===== config.mk =====
export PLATFORM = sky130hd
export DESIGN_NAME = paddle_input_ctrl_flat
export DESIGN_NICKNAME = d
export VERILOG_FILES = /design/src/rtl/paddle_input_ctrl_if.sv /design/src/rtl/paddle_input_ctrl.sv /design/src/flat_wrapper.sv
export SDC_FILE = /design/constraint.sdc
export NUM_CORES = 1
export LEC_CHECK = 0
export CAP_MARGIN = 5
export CORE_MARGIN = 2
export CORE_UTILIZATION = 57
export CTS_CLUSTER_DIAMETER = 100
export DETAILED_ROUTE_END_ITERATION = 8
export GPL_ROUTABILITY_DRIVEN = 1
export PLACE_DENSITY = 0.77
export SLEW_MARGIN = 0
export SYNTH_ARGS = -nofsm -noshare
export SYNTH_HDL_FRONTEND = slang
export SYNTH_SLANG_ARGS = --single-unit

===== constraint.sdc =====
create_clock -name CLK -period 3.8 [get_ports CLK]
set_input_delay 0.57 -clock CLK [delete_from_list [all_inputs] [get_ports CLK]]
set_output_delay 0.57 -clock CLK [all_outputs]
set_load 0.1 [all_outputs]

===== src/rtl/paddle_input_ctrl_if.sv =====
// -----------------------------------------------------------------------------
// paddle_input_ctrl_if
// Command handshake between the paddle input controller and the Nios
// custom-instruction path of the Pong display top.
//   cmd_data  [31:0]  {22'b0, player, y[8:0]}  (player 0 = bar 1, 1 = bar 2)
//   cmd_valid         command available, held until accepted
//   cmd_ready         consumer accepts the command
// master: the command producer (paddle_input_ctrl); slave: the consumer.
// -----------------------------------------------------------------------------
interface paddle_input_ctrl_if;
    logic [31:0] cmd_data;
    logic        cmd_valid;
    logic        cmd_ready;

    modport master (
        output cmd_data,
        output cmd_valid,
        input  cmd_ready
    );

    modport slave (
        input  cmd_data,
        input  cmd_valid,
        output cmd_ready
    );
endinterface


===== src/rtl/paddle_input_ctrl.sv =====
// -----------------------------------------------------------------------------
// paddle_input_ctrl
// Turns the four raw, active-low player buttons into debounced, rate-limited,
// range-clamped paddle positions and emits bar-update commands through a
// valid/ready handshake, arbitrating round-robin between the two players.
//
// Ports:
//   CLK                 board clock, the only clock
//   i_rst               synchronous active-high reset
//   enable              game running; paddles move only while high
//   btn_up1/btn_dn1     player 1 raw keys (async, 0 = pressed)
//   btn_up2/btn_dn2     player 2 raw keys (async, 0 = pressed)
//   cmd                 command handshake (master side)
//   y_bar1/y_bar2       current clamped paddle positions
// -----------------------------------------------------------------------------
module paddle_input_ctrl #(
    parameter int DEBOUNCE_CYCLES = 500000,
    parameter int STEP_DIV        = 250000,
    parameter int STEP            = 4,
    parameter int Y_MIN           = 0,
    parameter int Y_MAX           = 400,
    parameter int Y_INIT          = 200
) (
    input  logic                       CLK,
    input  logic                       i_rst,
    input  logic                       enable,
    input  logic                       btn_up1,
    input  logic                       btn_dn1,
    input  logic                       btn_up2,
    input  logic                       btn_dn2,
    paddle_input_ctrl_if.master        cmd,
    output logic [8:0]                 y_bar1,
    output logic [8:0]                 y_bar2
);

    localparam int DB_W = $clog2(DEBOUNCE_CYCLES + 1);
    localparam int TK_W = $clog2(STEP_DIV + 1);

    localparam logic [DB_W-1:0]   DB_LAST = DB_W'(DEBOUNCE_CYCLES - 1);
    localparam logic [TK_W-1:0]   TK_LAST = TK_W'(STEP_DIV - 1);
    localparam logic signed [10:0] STEP_S  = 11'(STEP);
    localparam logic signed [10:0] Y_MIN_S = 11'(Y_MIN);
    localparam logic signed [10:0] Y_MAX_S = 11'(Y_MAX);
    localparam logic [8:0]        Y_INIT_9 = 9'(Y_INIT);

    typedef enum logic {
        S_IDLE = 1'b0,
        S_SEND = 1'b1
    } state_t;

    // Clamp a signed candidate position into [Y_MIN, Y_MAX]. The extra
    // headroom bits keep y-STEP from wrapping when y is near zero.
    function automatic logic [8:0] sat_y(input logic signed [10:0] v);
        logic [8:0] r;
        if (v < Y_MIN_S)
            r = Y_MIN_S[8:0];
        else if (v > Y_MAX_S)
            r = Y_MAX_S[8:0];
        else
            r = v[8:0];
        return r;
    endfunction

    // Button order in every 4-bit vector: {dn2, up2, dn1, up1}
    logic [3:0]      raw_n;
    logic [3:0]      sync_p0;
    logic [3:0]      sync_p1;
    logic [3:0]      pressed;
    logic [3:0]      stable;
    logic [DB_W-1:0] db_cnt [4];

    logic [TK_W-1:0] tick_cnt;
    logic            tick;
    logic            enable_d;
    logic            game_start;
    logic            move_en;

    logic [1:0]      mv_up;
    logic [1:0]      mv_dn;
    logic [8:0]      y_r  [2];
    logic [8:0]      y_mv [2];
    logic [1:0]      set_pend;
    logic [1:0]      clr_pend;
    logic [1:0]      pend;

    state_t          state;
    logic            last;
    logic            cur;
    logic            pick;
    logic            cmd_valid_r;
    logic [31:0]     cmd_data_r;

    assign raw_n = {btn_dn2, btn_up2, btn_dn1, btn_up1};

    // ---- stage: two-flop synchronizer (reset to released) ----
    always_ff @(posedge CLK) begin
        if (i_rst) begin
            sync_p0 <= '1;
            sync_p1 <= '1;
        end else begin
            sync_p0 <= raw_n;
            sync_p1 <= sync_p0;
        end
    end

    assign pressed = ~sync_p1;

    // ---- stage: debounce, one disagreement counter per button ----
    always_ff @(posedge CLK) begin
        if (i_rst) begin
            stable <= '0;
            for (int i = 0; i < 4; i++)
                db_cnt[i] <= '0;
        end else begin
            for (int i = 0; i < 4; i++) begin
                if (pressed[i] != stable[i]) begin
                    if (db_cnt[i] == DB_LAST) begin
                        stable[i] <= ~stable[i];
                        db_cnt[i] <= '0;
                    end else begin
                        db_cnt[i] <= db_cnt[i] + DB_W'(1);
                    end
                end else begin
                    db_cnt[i] <= '0;
                end
            end
        end
    end

    // ---- stage: movement tick and game-start edge ----
    always_ff @(posedge CLK) begin
        if (i_rst) begin
            tick_cnt <= '0;
            enable_d <= 1'b0;
        end else begin
            tick_cnt <= tick ? '0 : tick_cnt + TK_W'(1);
            enable_d <= enable;
        end
    end

    assign tick       = (tick_cnt == TK_LAST);
    assign game_start = enable && !enable_d;
    assign move_en    = tick && enable && enable_d;

    assign mv_up = {stable[2], stable[0]};
    assign mv_dn = {stable[3], stable[1]};

    always_comb begin
        set_pend = '0;
        for (int p = 0; p < 2; p++) begin
            y_mv[p] = y_r[p];
            if (mv_up[p] && !mv_dn[p])
                y_mv[p] = sat_y($signed({2'b00, y_r[p]}) - STEP_S);
            else if (mv_dn[p] && !mv_up[p])
                y_mv[p] = sat_y($signed({2'b00, y_r[p]}) + STEP_S);
            set_pend[p] = game_start || (move_en && (y_mv[p] != y_r[p]));
        end
    end

    // ---- stage: paddle position registers ----
    always_ff @(posedge CLK) begin
        if (i_rst || game_start) begin
            for (int p = 0; p < 2; p++)
                y_r[p] <= Y_INIT_9;
        end else if (move_en) begin
            for (int p = 0; p < 2; p++)
                y_r[p] <= y_mv[p];
        end
    end

    // A pending bit is only retired when the position just sent is still the
    // current one; a move that happened after the command was latched keeps
    // the bit set so the newer position goes out next.
    always_comb begin
        clr_pend = '0;
        if ((state == S_SEND) && cmd.cmd_ready && (y_r[cur] == cmd_data_r[8:0]))
            clr_pend[cur] = 1'b1;
    end

    // When both players wait, serve the one not served last.
    assign pick = (pend == 2'b11) ? ~last : pend[1];

    // ---- stage: command FSM and pending bookkeeping ----
    always_ff @(posedge CLK) begin
        if (i_rst) begin
            state       <= S_IDLE;
            pend        <= '0;
            last        <= 1'b1;
            cur         <= 1'b0;
            cmd_valid_r <= 1'b0;
            cmd_data_r  <= '0;
        end else begin
            pend <= (pend & ~clr_pend) | set_pend;
            case (state)
                S_IDLE: begin
                    if (pend != 2'b00) begin
                        cur         <= pick;
                        cmd_data_r  <= {22'b0, pick, y_r[pick]};
                        cmd_valid_r <= 1'b1;
                        state       <= S_SEND;
                    end
                end
                S_SEND: begin
                    if (cmd.cmd_ready) begin
                        cmd_valid_r <= 1'b0;
                        last        <= cur;
                        state       <= S_IDLE;
                    end
                end
                default: state <= S_IDLE;
            endcase
        end
    end

    assign cmd.cmd_valid = cmd_valid_r;
    assign cmd.cmd_data  = cmd_data_r;
    assign y_bar1        = y_r[0];
    assign y_bar2        = y_r[1];

endmodule

===== src/flat_wrapper.sv =====
// flat-port wrapper written by rule: the top's interface ports become plain ports
module paddle_input_ctrl_flat 
#(
    parameter int DEBOUNCE_CYCLES = 500000,
    parameter int STEP_DIV        = 250000,
    parameter int STEP            = 4,
    parameter int Y_MIN           = 0,
    parameter int Y_MAX           = 400,
    parameter int Y_INIT          = 200
)
  (CLK, i_rst, enable, btn_up1, btn_dn1, btn_up2, btn_dn2, y_bar1, y_bar2, cmd_cmd_data, cmd_cmd_valid, cmd_cmd_ready);
  paddle_input_ctrl_if cmd_i ();
  input  logic CLK;
  input  logic i_rst;
  input  logic enable;
  input  logic btn_up1;
  input  logic btn_dn1;
  input  logic btn_up2;
  input  logic btn_dn2;
  output logic [8:0] y_bar1;
  output logic [8:0] y_bar2;
  output wire logic [$bits(cmd_i.cmd_data)-1:0] cmd_cmd_data;
  output wire logic [$bits(cmd_i.cmd_valid)-1:0] cmd_cmd_valid;
  input wire logic [$bits(cmd_i.cmd_ready)-1:0] cmd_cmd_ready;
  assign cmd_cmd_data = cmd_i.cmd_data;
  assign cmd_cmd_valid = cmd_i.cmd_valid;
  assign cmd_i.cmd_ready = cmd_cmd_ready;
  paddle_input_ctrl #(.DEBOUNCE_CYCLES(DEBOUNCE_CYCLES), .STEP_DIV(STEP_DIV), .STEP(STEP), .Y_MIN(Y_MIN), .Y_MAX(Y_MAX), .Y_INIT(Y_INIT)) u_core (.CLK(CLK), .i_rst(i_rst), .enable(enable), .btn_up1(btn_up1), .btn_dn1(btn_dn1), .btn_up2(btn_up2), .btn_dn2(btn_dn2), .cmd(cmd_i), .y_bar1(y_bar1), .y_bar2(y_bar2));
endmodule

==> flow_summary.toml, run 1 <==
[route]
wl_per_cell_um = 14.9
drt-total-wl_um = 19100
antenna_left = 0
viasPerCell = 5.65
drtPass1Iterations = 5
drt_iter0_drc = 569
drc_errors = 0
dr_total_vias = 7219

[global_routing]
busiest_layer = "met2"
met3_usage_pct = 4.88
grt_usage_pct = 24.2
grt.overflow.total = 0
gr-usage-met2_pct = 37.1
grt_pass1_vias = 6613
grt_pass1_wl_um = 32100
antenna_found_initial = 0
met1_usage_pct = 33.9
grt_max_degree = 23

[synthesis]
syn_area_mm2 = 0.00880
synth-edff-count = 94
synth.avg_cell_area_um2 = 8.91
synth.top_cells.by_area = "edfxtp_1 32%, dfxtp_1 11%, nor2_1 7.3%"
synth_cell_types = 77
yosysTopAreaCell = "edfxtp_1"
yosysMostFrequentCell = "nor2_1"
ys.flop_type = "edfxtp_1"
syn_inst = 987
ys_async_sr_fraction_pct = 0
synth_top_area_share_pct = 32.1
yosysWarnings = 0
ys_seq_elements = 141
yosysSeqAreaShare_pct = 42.8
synthTopCellsByCount = "171 x nor2_1, 94 x edfxtp_1, 80 x nand2_1"

[setup_path]
r2r_start = "u_core.y_r[1][2]"
reg2reg_to = "u_core.pend[1]"
reg2regPathDepth = 10
regToRegSetupSlack_ns = 0.72
cp-end-kind = "register"
cp.arrival_ns = 3.38
required_ns = 4.11
critPathMaxFanout = 11
cp-start-kind = "register"
path_class = "register to register"

[power]
ir_drop_mv = 0.304
power_density_mw_per_mm2 = 386
p_leak_uw = 0.00366

[floorplan]
die-area_mm2 = 0.0164
fp.dieH_um = 128
core_mm2 = 0.0151
placementRows = 45
io_pins = 59
start_util_pct = 58.1
die_x_um = 128

[cts]
post_cts_buffers = 0
clockBufferDepth = 2
cts_tree = "built"
cts_resized = 0
clk_pin_slew_ns = 0.06
clk_latency_ns = 0.42
htreeDepth = 4
cts_buffers = 17
clock-root-buffer = "clkbuf_16"
cts_hold_buf = 0
clock-sinks = 141

[cells_and_area]
final_net_count = 1095
instances_no_fill = 1277
drive_above_1_share_pct = 7.71
antennaDiodeCount = 0
nFillCells = 1266
layout-area-overhead-vs-synth_pct = 13.3

[timing]
grt_setup_unrepaired = "false"
finalClockSkew_ns = 0.00544
fin_crit_sh_pct = 81.0
setup_viol = 0
hold_violations = 0
period_needed_ns = 3.08
fmax_mhz = 325
slew_viol_final = 0
slew_headroom_pct = 15.5
worst_pin_slew_ns = 1.26
tns_ns = 0
finalWorstSetupSlack_ns = 0.724

[job]
maxCapViolations = 0

[hold_path]
min_from = "u_core.sync_p0[1]"
hold_end = "u_core.sync_p1[1]"
whs_path_depth = 1
hold_path_class = "register to register"

[outcome]
outcome = "completed"

[placement]
gp_congestion = 0.955
post-place-ws_ns = 0.790
placedCellCount = 1245
io_buffers = 36
dp_hpwl_um = 13500
power by group:
group | internal [µW] | total (µW) | switching (µW)
logic | 130 | 509 | 379
clock network | 894 | 1550 | 660
registers | 1700 | 1790 | 84.3
total | 2730 | 3850 | 1120
worst max-delay path: stages (launching register included):
cell and delay (ns):
edfxtp_1 0.52, inv_1 0.17, ha_1 0.31, nand2b_1 0.18
and4bb_1 0.23, o311a_1 0.36, nor3_1 0.24, nand2b_1 0.32
o22ai_1 0.17, mux2i_1 0.14, o31a_1 0.32
per-layer routing:
metal | vias up | part of all wire [%] | routed length (µm)
met5 | - | 0 | 0
met4 | 0 | 2.6 | 492
met3 | 47 | 6.4 | 1210
met2 | 257 | 45 | 8520
met1 | 3341 | 46 | 8870
li1 | 3574 | - | -
logic make-up (layout without fill, tap and decap cells):
logic type	count (synthesis)	in the layout	synth area share (%)
other	2	98	0.0854
flip-flops	141	141	42.8
multiplexers	20	20	2.42
buffers and inverters	107	113	6.22
XOR/XNOR	94	94	9.36
AND/OR/NAND/NOR	449	449	24.6
adder cells (fa/ha/maj)	11	11	1.56
AO/OA/AOI/OAI	163	163	13.0
registers in the layout, indices dropped and copies added, names as in the netlist, named ones only:
register and flops:
u_core.state 1, u_core.tick_cnt 18, u_core.y_r 18, u_core.enable_d 1, u_core.sync_p0 4, u_core.db_cnt 76, u_core.sync_p1 4, u_core.cmd.cmd_valid 1
u_core.cmd.cmd_data 9, u_core.stable 4, u_core.last 1, u_core.cur 1, u_core.pend 2
per-stage QoR:
| stage | area (µm²) | total power [µW] | util [%] | hold WS, ns |
|---|---|---|---|---|
| 3_5_place_dp | 9420 | 2320 | 62.2 | 0.401 |
| 6_report | 9970 | 3850 | 65.8 | 0.413 |
| 4_1_cts | 9970 | 3870 | 65.8 | 0.417 |
| 5_1_grt | 9970 | 3980 | 65.8 | 0.430 |
| 2_1_floorplan | 9160 | 2240 | - | 0.389 |
| 3_3_place_gp | 9420 | 2320 | 62.2 | 0.390 |
how the worst max path moves through the flow:
| stage | cells past startpoint | slack, ns | to | startpoint |
|---|---|---|---|---|
| finish | 10 | 0.72 | u_core.pend[1] | u_core.y_r[1][2] |
| global route | 9 | 0.50 | u_core.y_r[0][8] | u_core.y_r[0][2] |
| detailed placement | 10 | 0.79 | u_core.pend[1] | u_core.y_r[1][2] |
| CTS | 10 | 0.77 | u_core.pend[1] | u_core.y_r[1][2] |
| global placement | 10 | 0.84 | u_core.pend[1] | u_core.y_r[1][2] |
| floorplan | 12 | 0.39 | u_core.pend[1] | u_core.y_r[1][3] |
layout by cell type, fill, tap and decap left out, drive strengths merged, types with 7 or more instances in the layout:
cell	count
nand3	55
dfxtp	47
or2	16
xor2	56
nor4	11
nand2	80
mux2i	20
inv	35
nor3	17
nor2	171
clkbuf	20
clkdlybuf4s50	29
edfxtp	94
ha	11
o21ai	26
and3	26
or3	16
xnor2	38
nand4	15
conb	98
nand2b	11
a31oi	7
a21oi	39
a211oi	16
o22ai	7
nor2b	10
buf	23
layout make-up:
type / count / area (µm²) / share of cell area, %
clock inverters: 12 / 80.1 / 0.804
clock buffers: 20 / 468 / 4.70
inverters: 29 / 109 / 1.09
multi-input cells: 835 / 4850 / 48.6
flip-flops and latches: 141 / 3760 / 37.8
repair buffers: 52 / 463 / 4.65
well taps: 188 / 235 / 2.36
Power figures use the tool's default switching activity.
==> run 2: changes to the inputs <==
==> constraint.sdc (replaced) <==
create_clock -name CLK -period 3.2 [get_ports CLK]
set_input_delay 0.48 -clock CLK [delete_from_list [all_inputs] [get_ports CLK]]
set_output_delay 0.48 -clock CLK [all_outputs]
set_load 0.1 [all_outputs]
==> run 2 against run 1 <==
Effect of this change:
- global-route usage is 0.72 points higher
- total power is 22% higher
- combinational power is 22% higher
- clock skew is 0.0029 ns higher
- sequential power is 18% higher
- clock power is 26% higher
- maximum frequency is 3.7% higher
- first-iteration DRC count is 27% higher
- count of clock-buffer cells in the layout is 3 lower
- flip-flop and latch count stayed put
- critical path type unchanged
- critical endpoint is now u_core.pend[0]
==> flow_summary.toml, run 2 (synthesized netlist as in run 1, its figures left out) <==
[timing]
setup_viol = 0
tns_ns = 0
worst_pin_slew_ns = 0.690
fmax_mhz = 337
slew_viol_final = 0
fin_hold_ws_ns = 0.409
slew_headroom_pct = 53.9
grt_setup_unrepaired = "false"
hold_violations = 0
finalWorstSetupSlack_ns = 0.235
fin_crit_sh_pct = 92.7
finalClockSkew_ns = 0.00833
period_needed_ns = 2.97

[route]
drt_iter0_drc = 722
drt-total-wl_um = 19500
drc_errors = 0
drtPass1Iterations = 5
antenna_left = 0
viasPerCell = 5.69
dr_total_vias = 7369
wl_per_cell_um = 15.1

[floorplan]
fp.dieH_um = 128
io_pins = 59
core_mm2 = 0.0151
die_x_um = 128
start_util_pct = 58.1
die-area_mm2 = 0.0164
placementRows = 45

[power]
p_seq_share_pct = 45.1
switching_share_pct = 28.8
p_switching_uw = 1350
p_leak_uw = 0.00378
power_density_mw_per_mm2 = 464
ir_drop_mv = 0.326
finalPower_uw = 4690
clockPowerShare_pct = 41.7
p_int_uw = 3340
p_comb_share_pct = 13.3

[job]
maxCapViolations = 0

[setup_path]
crit_path_start = "u_core.y_r[0][3]"
cp-end-kind = "register"
critical_path.endpoint = "u_core.pend[0]"
cp-start-kind = "register"
required_ns = 3.52
cp.arrival_ns = 3.28
r2r_start = "u_core.y_r[0][3]"
reg2reg_to = "u_core.pend[0]"
path_class = "register to register"
critPathMaxFanout = 9
reg2regPathDepth = 11
regToRegSetupSlack_ns = 0.23

[placement]
gp_congestion = 0.965
io_buffers = 36
placedCellCount = 1262
post-place-ws_ns = 0.319
dp_hpwl_um = 14000

[cells_and_area]
top_register = "u_core.db_cnt"
mostFrequentLayoutCell = "nor2_1"
drive_above_1_share_pct = 11.6
final_net_count = 1112
antennaDiodeCount = 0
regArea_mm2 = 0.00376
largest_register_ffs = 76
nFillCells = 1264
instances_no_fill = 1294
final_cell_mix = "171 x nor2_1, 98 x conb_1, 94 x edfxtp_1, 79 x nand2_1, 62 x buf_4"
layout-area-overhead-vs-synth_pct = 14.8
multiInputGateArea_mm2 = 0.00487
top_regs = "u_core.db_cnt (76), u_core.tick_cnt (18), u_core.y_r (18)"

[cts]
clockBufferDepth = 2
post_cts_buffers = 0
htreeDepth = 4
cts_hold_buf = 0
clk_pin_slew_ns = 0.06
clock-root-buffer = "clkbuf_16"
cts_resized = 0
clock-sinks = 141
cts_tree = "built"
cts_buffers = 17
clk_latency_ns = 0.43

[global_routing]
grt_pass1_vias = 6739
grt_pass1_wl_um = 32800
grt_usage_pct = 24.9
grt_max_degree = 21
antenna_found_initial = 0
grt.overflow.total = 0

[hold_path]
hold_path_class = "register to register"

[outcome]
outcome = "completed"
[run 2: changes by cell type in the layout (fill, tap and decap cells not counted), moves of 2 or more]
cell | before | now
ha_1 | 11 | 9
clkinvlp_4 | 0 | 3
clkinv_2 | 4 | 2
buf_4 | 23 | 62
inv_4 | 4 | 0
bufinv_16 | 0 | 2
ha_2 | 0 | 2
clkdlybuf4s50_1 | 29 | 7
inv_8 | 0 | 2
[run 2: worst min path at each step]
stage                            from                end  slack (ns)  depth (start not counted)
detailed placement  u_core.sync_p0[0]  u_core.sync_p1[0]        0.40                          1
global placement    u_core.sync_p0[1]  u_core.sync_p1[1]        0.39                          1
global route        u_core.sync_p0[3]  u_core.sync_p1[3]        0.43                          1
CTS                 u_core.sync_p0[0]  u_core.sync_p1[0]        0.41                          1
floorplan           u_core.sync_p0[0]  u_core.sync_p1[0]        0.39                          1
finish              u_core.sync_p0[0]  u_core.sync_p1[0]        0.41                          1
[run 2: critical path, stage by stage (launching register included)]
cell and delay (ns):
edfxtp_1 0.44, buf_4 0.20, inv_1 0.15, ha_1 0.26, nor3b_2 0.40, and3_1 0.22
o311ai_1 0.12, a31o_2 0.31, a22oi_1 0.31, o2111ai_1 0.16, o21ai_0 0.22, nand2_1 0.07
[run 2: metal layers]
layer / GRT usage (%) / share of wire [%] / wire (µm) / vias to the layer above
li1: - / - / - / 3610
met1: 34.2 / 44 / 8570 / 3388
met2: 38.6 / 46 / 8960 / 322
met3: 5.47 / 7.6 / 1490 / 49
met4: 9.83 / 2.6 / 504 / 0
met5: 0 / 0 / 0 / -
[run 2: metrics by stage]
stage	instance area, µm²	util (%)
2_1_floorplan	9190	-
3_3_place_gp	9510	62.8
3_5_place_dp	9510	62.8
4_1_cts	10100	66.7
5_1_grt	10100	66.7
6_report	10100	66.7
[run 2: power by group through the flow]
stage          clock [µW]  sequential, µW  combinational (µW)
6_report             1950            2110                 622
5_1_grt              2060            2130                 670
4_1_cts              1990            2110                 619
3_5_place_dp            0            2150                 616
3_3_place_gp            0            2150                 613
2_1_floorplan           0            2280                 385
[run 2: area by class of cell]
class,instances,share of cell area [%]
clock inverter,15,1.61
tap,188,2.33
timing repair buffer,69,5.30
clock buffer,17,4.21
sequential,141,37.3
multi-input combinational,835,48.2
inverter,29,1.08
==> run 3: changes to the inputs <==
--- a/config.mk
+++ b/config.mk
@@ -6,6 +6,7 @@
 export NUM_CORES = 1
 export LEC_CHECK = 0
 export CAP_MARGIN = 5
+export CORE_ASPECT_RATIO = 1.1
 export CORE_MARGIN = 2
 export CORE_UTILIZATION = 57
 export CTS_CLUSTER_DIAMETER = 100
==> run 3 against run 2 <==
Effect of this change:
- worst hold slack got worse by 0.00057 ns
- largest power group unchanged
- non-clock buffer count shrank 5
- count of clock-buffer cells in the layout grew 7
==> flow_summary.toml, run 3 (synthesized netlist as in run 1, its figures left out) <==
[outcome]
outcome = "completed"

[hold_path]
whs_path_depth = 1
hold_path_class = "register to register"

[global_routing]
grt_pass1_vias = 6604
antenna_found_initial = 0
grt_usage_pct = 24.2
grt.overflow.total = 0
grt_max_degree = 36
grt_pass1_wl_um = 31600

[floorplan]
fp.dieH_um = 134
die-area_mm2 = 0.0164
placementRows = 47
die_x_um = 122
io_pins = 59
core_mm2 = 0.0151
start_util_pct = 58.4

[cells_and_area]
layout-area-overhead-vs-synth_pct = 14.7
mostFrequentLayoutCell = "nor2_1"
antennaDiodeCount = 0
regArea_mm2 = 0.00376
top_register = "u_core.db_cnt"
multiInputGateArea_mm2 = 0.00487
final_net_count = 1107
largest_register_ffs = 76
nFillCells = 1272
instances_no_fill = 1297
final_cell_mix = "171 x nor2_1, 98 x conb_1, 94 x edfxtp_1, 79 x nand2_1"
drive_above_1_share_pct = 11.0
top_regs = "u_core.db_cnt (76), u_core.tick_cnt (18), u_core.y_r (18)"

[power]
finalPower_uw = 4700
p_leak_uw = 0.00378
p_comb_share_pct = 13.1
ir_drop_mv = 0.401
switching_share_pct = 27.6
clockPowerShare_pct = 41.8
p_switching_uw = 1300
p_seq_share_pct = 45.0
p_int_uw = 3400
power_density_mw_per_mm2 = 466

[cts]
htreeDepth = 4
clockBufferDepth = 2
clock-root-buffer = "clkbuf_16"
clk_pin_slew_ns = 0.06
clock-sinks = 141
clk_latency_ns = 0.42
cts_buffers = 17
cts_hold_buf = 0
cts_resized = 0
post_cts_buffers = 0
cts_tree = "built"

[timing]
fin_hold_ws_ns = 0.409
period_needed_ns = 2.84
tns_ns = 0
fin_crit_sh_pct = 88.6
slew_headroom_pct = 47.7
grt_setup_unrepaired = "false"
setup_viol = 0
slew_viol_final = 0
fmax_mhz = 353
worst_pin_slew_ns = 0.773
hold_violations = 0
finalClockSkew_ns = 0.00838

[route]
dr_total_vias = 7196
drc_errors = 0
viasPerCell = 5.55
antenna_left = 0
drt_iter0_drc = 424
drt-total-wl_um = 19200
wl_per_cell_um = 14.8
drtPass1Iterations = 7

[setup_path]
critPathMaxFanout = 8
required_ns = 3.34
reg2regPathDepth = 9
path_class = "register to register"
cp-end-kind = "register"
cp.arrival_ns = 2.98
cp-start-kind = "register"

[job]
maxCapViolations = 0

[placement]
gp_congestion = 0.972
io_buffers = 36
dp_hpwl_um = 13800
placedCellCount = 1265
run 3: routing by layer:
| layer | up-vias | track usage (%) | part of all wire [%] |
|---|---|---|---|
| li1 | 3601 | - | - |
| met1 | 3345 | 31.9 | 44 |
| met2 | 215 | 39.4 | 48 |
| met3 | 35 | 4.21 | 5.7 |
| met4 | 0 | 9.77 | 2.3 |
| met5 | - | 0 | 0 |
run 3: worst paths after layout:
check	from	end	slack, ns
setup / recovery	u_core.y_r[0][3]	u_core.y_r[0][4]	0.36
hold / removal	u_core.sync_p0[3]	u_core.sync_p1[3]	0.41
setup reg to reg	u_core.y_r[0][3]	u_core.y_r[0][4]	0.36
hold reg to reg	u_core.sync_p0[3]	u_core.sync_p1[3]	0.41
run 3: area by class of cell:
class | instances | share of cell area (%)
timing repair buffer | 64 | 5.06
tap | 196 | 2.43
clock buffer | 24 | 5.21
multi-input combinational | 835 | 48.2
clock inverter | 8 | 0.719
inverter | 29 | 1.08
sequential | 141 | 37.3
run 3: power groups by stage:
stage                     logic, µW  registers [µW]  clock network [µW]
after floorplan                 385            2280                   0
final                           618            2120                1970
after global routing            660            2130                2070
after CTS                       614            2120                2000
after detailed placement        612            2150                   0
after global placement          609            2150                   0
run 3: through the flow:
step | area [µm²] | setup WS, ns | utilization, %
after floorplan | 9190 | -0.0638 | -
after global placement | 9500 | 0.480 | 63.1
after detailed placement | 9500 | 0.439 | 63.1
after CTS | 10100 | 0.416 | 67.0
after global routing | 10100 | 0.120 | 67.0
final | 10100 | 0.365 | 67.0
run 3: worst max-delay path: stages, from the launching register on:
cell and delay [ns]:
edfxtp_1 0.50, inv_1 0.22, ha_1 0.25, nor3b_2 0.39
and3_1 0.23, o311ai_1 0.13, a311oi_1 0.32, nor3_1 0.10
a311oi_1 0.31, a21oi_1 0.12
